[config.mk]
export PLATFORM = sky130hd
export DESIGN_NAME = fc_layer_sequencer_flat
export DESIGN_NICKNAME = d
export VERILOG_FILES = /design/src/rtl/fc_layer_sequencer_if.sv /design/src/rtl/fc_layer_sequencer.sv /design/src/flat_wrapper.sv
export SDC_FILE = /design/constraint.sdc
export NUM_CORES = 1
export LEC_CHECK = 0
export ABC_CLOCK_PERIOD_IN_PS = 17530
export BUFFER_PORTS_ARGS = -buffer_cell sky130_fd_sc_hd__buf_2
export CAP_MARGIN = 20
export CORE_AREA = 2 2 340 342
export DETAILED_ROUTE_END_ITERATION = 10
export DIE_AREA = 0 0 342 344
export GPL_ROUTABILITY_DRIVEN = 0
export PLACE_DENSITY = 0.49
export SLEW_MARGIN = 20
export SYNTH_ARGS = -nofsm -noshare
export SYNTH_HDL_FRONTEND = slang
export SYNTH_SLANG_ARGS = --single-unit
[constraint.sdc]
create_clock -name clk -period 17.53 [get_ports clk]
set_clock_uncertainty 0.1 [all_clocks]
set_input_delay 0 -clock clk [delete_from_list [all_inputs] [get_ports clk]]
set_output_delay 0 -clock clk [all_outputs]
set_load 0.01 [all_outputs]
[src/rtl/fc_layer_sequencer_if.sv]
// Handshake, weight-memory and ALU operand bundle of the fully-connected layer sequencer.
// master is the sequencer side; slave is the environment (source, weight RAM, MAC unit, sink).
interface fc_layer_sequencer_if;
  logic         in_valid;
  logic         in_ready;
  logic [15:0]  in_data;
  logic         w_rd_en;
  logic [7:0]   w_addr;
  logic [271:0] w_rdata;
  logic [255:0] alu_a;
  logic [255:0] alu_w;
  logic [15:0]  alu_bias;
  logic [16:0]  alu_result;
  logic         out_valid;
  logic         out_ready;
  logic [15:0]  out_data;
  logic         out_last;
  logic         busy;

  modport master (
    input  in_valid, in_data, w_rdata, alu_result, out_ready,
    output in_ready, w_rd_en, w_addr, alu_a, alu_w, alu_bias,
           out_valid, out_data, out_last, busy
  );

  modport slave (
    output in_valid, in_data, w_rdata, alu_result, out_ready,
    input  in_ready, w_rd_en, w_addr, alu_a, alu_w, alu_bias,
           out_valid, out_data, out_last, busy
  );
endinterface

[src/rtl/fc_layer_sequencer.sv]
// Sequences one fully-connected layer pass: load 16 activations, then per neuron fetch
// weights+bias, present them to an external MAC unit, saturate/ReLU the result and emit it.
module fc_layer_sequencer #(
  parameter int NUM_OUT = 10,
  parameter int RELU    = 1
) (
  input  logic                  clk,
  input  logic                  rst,
  fc_layer_sequencer_if.master  bus
);

  typedef enum logic [2:0] {
    LOAD    = 3'd0,
    FETCH   = 3'd1,
    LATCH   = 3'd2,
    CAPTURE = 3'd3,
    EMIT    = 3'd4
  } state_t;

  state_t       state_reg, state_next;
  logic [7:0]   n_reg, n_next;
  logic [3:0]   slot_reg;
  logic [15:0]  act_reg [16];
  logic [15:0]  wgt_reg [16];
  logic [15:0]  bias_reg;
  logic [15:0]  out_data_reg;
  logic         out_last_reg;
  logic [255:0] alu_a_packed;
  logic [255:0] alu_w_packed;
  logic [15:0]  sat_data;
  logic [15:0]  post_data;
  logic         load_fire;
  logic         emit_fire;
  logic         n_is_last;

  assign load_fire = (state_reg == LOAD) && bus.in_valid;
  assign emit_fire = (state_reg == EMIT) && bus.out_ready;
  assign n_is_last = (n_reg == 8'(NUM_OUT - 1));

  always_comb begin
    state_next = state_reg;
    n_next     = n_reg;
    case (state_reg)
      LOAD:    if (load_fire && slot_reg == 4'd15) state_next = FETCH;
      FETCH:   state_next = LATCH;
      LATCH:   state_next = CAPTURE;
      CAPTURE: state_next = EMIT;
      EMIT: begin
        if (bus.out_ready) begin
          if (n_is_last) begin
            n_next     = '0;
            state_next = LOAD;
          end else begin
            n_next     = n_reg + 8'd1;
            state_next = FETCH;
          end
        end
      end
      default: state_next = LOAD;
    endcase
  end

  // 17-bit MAC result: the top two bits disagree only when it overflows 16 bits.
  always_comb begin
    sat_data  = bus.alu_result[15:0];
    if (!bus.alu_result[16] && bus.alu_result[15])
      sat_data = 16'h7fff;
    else if (bus.alu_result[16] && !bus.alu_result[15])
      sat_data = 16'h8000;
    post_data = sat_data;
    if (RELU != 0 && sat_data[15])
      post_data = '0;
  end

  always_ff @(posedge clk or posedge rst) begin
    if (rst) begin
      state_reg    <= LOAD;
      n_reg        <= '0;
      slot_reg     <= '0;
      bias_reg     <= '0;
      out_data_reg <= '0;
      out_last_reg <= 1'b0;
      for (int i = 0; i < 16; i++) begin
        act_reg[i] <= '0;
        wgt_reg[i] <= '0;
      end
    end else begin
      state_reg <= state_next;
      n_reg     <= n_next;
      if (load_fire) begin
        act_reg[slot_reg] <= bus.in_data;
        slot_reg          <= slot_reg + 4'd1;
      end
      if (state_reg == LATCH) begin
        for (int i = 0; i < 16; i++)
          wgt_reg[i] <= bus.w_rdata[i*16 +: 16];
        bias_reg <= bus.w_rdata[271:256];
      end
      if (state_reg == CAPTURE) begin
        out_data_reg <= post_data;
        out_last_reg <= n_is_last;
      end
      // Drop the last marker once consumed so it never outlives its result.
      if (emit_fire)
        out_last_reg <= 1'b0;
    end
  end

  for (genvar gi = 0; gi < 16; gi++) begin : g_pack
    assign alu_a_packed[gi*16 +: 16] = act_reg[gi];
    assign alu_w_packed[gi*16 +: 16] = wgt_reg[gi];
  end

  assign bus.alu_a     = alu_a_packed;
  assign bus.alu_w     = alu_w_packed;
  assign bus.alu_bias  = bias_reg;
  assign bus.in_ready  = (state_reg == LOAD);
  assign bus.w_rd_en   = (state_reg == FETCH);
  assign bus.w_addr    = n_reg;
  assign bus.out_valid = (state_reg == EMIT);
  assign bus.out_data  = out_data_reg;
  assign bus.out_last  = out_last_reg;
  assign bus.busy      = (state_reg != LOAD);

endmodule

[src/flat_wrapper.sv]
// flat-port wrapper written by rule: the top's interface ports become plain ports
module fc_layer_sequencer_flat 
#(
  parameter int NUM_OUT = 10,
  parameter int RELU    = 1
)
  (clk, rst, bus_in_valid, bus_in_data, bus_w_rdata, bus_alu_result, bus_out_ready, bus_in_ready, bus_w_rd_en, bus_w_addr, bus_alu_a, bus_alu_w, bus_alu_bias, bus_out_valid, bus_out_data, bus_out_last, bus_busy);
  fc_layer_sequencer_if bus_i ();
  input  logic clk;
  input  logic rst;
  input wire logic [$bits(bus_i.in_valid)-1:0] bus_in_valid;
  input wire logic [$bits(bus_i.in_data)-1:0] bus_in_data;
  input wire logic [$bits(bus_i.w_rdata)-1:0] bus_w_rdata;
  input wire logic [$bits(bus_i.alu_result)-1:0] bus_alu_result;
  input wire logic [$bits(bus_i.out_ready)-1:0] bus_out_ready;
  output wire logic [$bits(bus_i.in_ready)-1:0] bus_in_ready;
  output wire logic [$bits(bus_i.w_rd_en)-1:0] bus_w_rd_en;
  output wire logic [$bits(bus_i.w_addr)-1:0] bus_w_addr;
  output wire logic [$bits(bus_i.alu_a)-1:0] bus_alu_a;
  output wire logic [$bits(bus_i.alu_w)-1:0] bus_alu_w;
  output wire logic [$bits(bus_i.alu_bias)-1:0] bus_alu_bias;
  output wire logic [$bits(bus_i.out_valid)-1:0] bus_out_valid;
  output wire logic [$bits(bus_i.out_data)-1:0] bus_out_data;
  output wire logic [$bits(bus_i.out_last)-1:0] bus_out_last;
  output wire logic [$bits(bus_i.busy)-1:0] bus_busy;
  assign bus_i.in_valid = bus_in_valid;
  assign bus_i.in_data = bus_in_data;
  assign bus_i.w_rdata = bus_w_rdata;
  assign bus_i.alu_result = bus_alu_result;
  assign bus_i.out_ready = bus_out_ready;
  assign bus_in_ready = bus_i.in_ready;
  assign bus_w_rd_en = bus_i.w_rd_en;
  assign bus_w_addr = bus_i.w_addr;
  assign bus_alu_a = bus_i.alu_a;
  assign bus_alu_w = bus_i.alu_w;
  assign bus_alu_bias = bus_i.alu_bias;
  assign bus_out_valid = bus_i.out_valid;
  assign bus_out_data = bus_i.out_data;
  assign bus_out_last = bus_i.out_last;
  assign bus_busy = bus_i.busy;
  fc_layer_sequencer #(.NUM_OUT(NUM_OUT), .RELU(RELU)) u_core (.clk(clk), .rst(rst), .bus(bus_i));
endmodule
==> out/results.tsv <==
metric	value	unit
status	completed	
num_rows	124	
clkSinkCount	559	
fp.dieW	342	um
synthArstFlopShare	100.0	%
clk_path_buf_depth	3	
placed_cell_area	27440	um^2
crit_type	primary input to asynchronous set/reset pin	
cp.arrival	4550	ps
holdWs	11.38	ps
start_util	18.96	%
synth_warnings	0	
use_met1	16.73	%
syn_nets	1612	
fp.dieH	344	um
maxCapViolations	0	
use_met3	7.749	%
postSynthAreaPerCell	16.65	um^2
cellInternalPower	3.995	mW
min-delay-path-class	primary input to flip-flop	
layout_setup_ws	13490	ps
drv_slew	0	
synth_area	21590	um^2
synthCells	1297	
p_comb_share	38.8	%
power_per_cell_area	179.0	nW/um^2
grt_pass1_vias	17175	
dp_slack	13880	ps
yosysSeqAreaShare	64.79	%
worstMarginPinSlew	1037	ps
final_nets	2914	
cts_made_buffers	70	
worst_ep_required_time	18040	ps
rsz0062_at_grt	no	
post-route-min-period	4041	ps
p_seq_share	36.4	%
slew-limit-headroom	30.88	%
vdd_drop_max	0.1108	mV
synthFlopType	dfrtp_1	
htreeDepth	3	
finalCritPeriodShare	23.05	%
grt_max_degree	151	
switching_share	34.84	%
vias	16172	
pin_count	866	
core_area	113900	um^2
antenna_found_initial	33	
synth_edf_count	0	
crit_path_max_fanout	136	
grt.total_usage	14.74	%
p_clk_share	24.8	%
die-area	117600	um^2
post_route_cells_drive_above_1_share	57.36	%
syn_to_final_growth	58.60	%
fin_area	34250	um^2
grt_pass1_wl	125400	um
gr-total-overflow	0	
cts_root_buf	clkbuf_16	
cts_tree	done	
synth.distinct_cells	44	
cts.reportedPaths.clkPinSlew	60	ps
drc	0	
post-dp-hpwl	66140	um
cp-start-kind	primary input	
p_leak	16.50	nW
ant_nets	0	
insertion_delay	610	ps
grt-busiest-layer	met2	
fmax	0.2475	GHz
ys_ff_latch	559	
firstDrtPassIters	4	
final_cell_mix	864 x buf_2, 559 x dfrtp_1, 468 x mux2_2	
portBuffers	864	
post_drt_wl_per_cell	21.67	um
final_common_cell	buf_2	
end_kind	asynchronous set/reset pin	
wl	90720	um
finalSetupViolations	0	
first_iter_violations	507	
p_sw	2.136	mW
finalHoldViolations	0	
post_drt_via_cell_ratio	3.863	
finalSetupTns	0	ps
grtUsageMet2	23.55	%
==> routing by layer <==
| layer | share of wire, % | wire [um] |
|---|---|---|
| met4 | 3.0 | 2704 |
| met2 | 46 | 41860 |
| met3 | 12 | 11240 |
| met5 | 0 | 0 |
| met1 | 38 | 34920 |
==> area by class of cell <==
class | count | area [um^2]
Tap cell | 1512 | 1892
Clock buffer | 107 | 2091
Inverter | 7 | 33.78
Clock inverter | 21 | 329.1
Fill cell | 11695 | 79630
Multi-Input combinational cell | 652 | 7091
Antenna cell | 19 | 47.55
Timing Repair Buffer | 1309 | 8773
Sequential cell | 559 | 13990
==> synth_stat cells, drive strengths merged (7+ instances only) <==
| library cell | instances | area [um^2] |
|---|---|---|
| nor2 | 19 | 71.32 |
| nand4 | 7 | 95.09 |
| xnor2 | 7 | 61.31 |
| nand2 | 23 | 86.33 |
| nand3 | 14 | 220.2 |
| inv | 7 | 26.28 |
| clkbuf | 25 | 93.84 |
| o31ai | 16 | 120.1 |
| dfrtp | 559 | 13990 |
| mux2 | 528 | 6118 |
| buf | 54 | 397.9 |
==> logic make-up after synthesis <==
family,after synthesis,share of synthesized area [%]
compound gates,28,0.8925
flops,559,64.79
other cells,1,0.01737
simple gates,81,2.892
buf+inv,86,2.399
mux,529,28.38
xor+xnor,7,0.2839
fa+ha+maj,6,0.3477
==> power by group through the flow <==
stage / logic, mW / registers (mW) / clock network [mW]
after global routing: 2.56 / 2.31 / 1.62
after CTS: 2.40 / 2.23 / 1.57
after floorplan: 1.00 / 2.49 / 0
after global placement: 2.29 / 2.22 / 0
final: 2.38 / 2.23 / 1.52
after detailed placement: 2.29 / 2.24 / 0
==> critical path, cell delays in order <==
cell           delay [ps]
dlygate4sd3_1         540
buf_2                 120
dlygate4sd3_1         630
inv_8                 480
buf_12                470
buf_4                 900
buf_4                 850
==> worst paths after layout <==
check                      slack [ps]  depth (start not counted)                                end                             start
setup / recovery                13490                          7  u_core.bus.alu_a[126]$_DFFE_PP0P_                               rst
hold / removal                     10                          2  u_core.bus.alu_a[139]$_DFFE_PP0P_                   bus_in_data[11]
setup reg to reg                14530                          4  u_core.bus.alu_w[171]$_DFFE_PP0P_   u_core.state_reg[1]$_DFFE_PP0P_
hold reg to reg                   380                          1   u_core.bus.alu_a[32]$_DFFE_PP0P_  u_core.bus.alu_a[32]$_DFFE_PP0P_
max in group clk                14530                          4  u_core.bus.alu_w[171]$_DFFE_PP0P_   u_core.state_reg[1]$_DFFE_PP0P_
min in group asynchronous         540                          4  u_core.bus.alu_w[250]$_DFFE_PP0P_                               rst
==> through the flow <==
stage | instances | total power [mW] | utilization [%]
6_report | 4186 | 6.131 | 30.07
5_1_grt | 4183 | 6.494 | 30.06
4_1_cts | 4167 | 6.207 | 30.03
3_5_place_dp | 3606 | 4.527 | 24.10
3_3_place_gp | 3606 | 4.508 | 24.10
2_1_floorplan | 1297 | 3.493 | -
==> repair_timing <==
action,CTS,global route
endpoints found under the setup margin,0,0
hold buffers,433,0
hold endpoints to repair,615,0
gates resized for setup,0,0
buffers inserted,0,0
No activity file was read; power rests on OpenSTA's default activity.
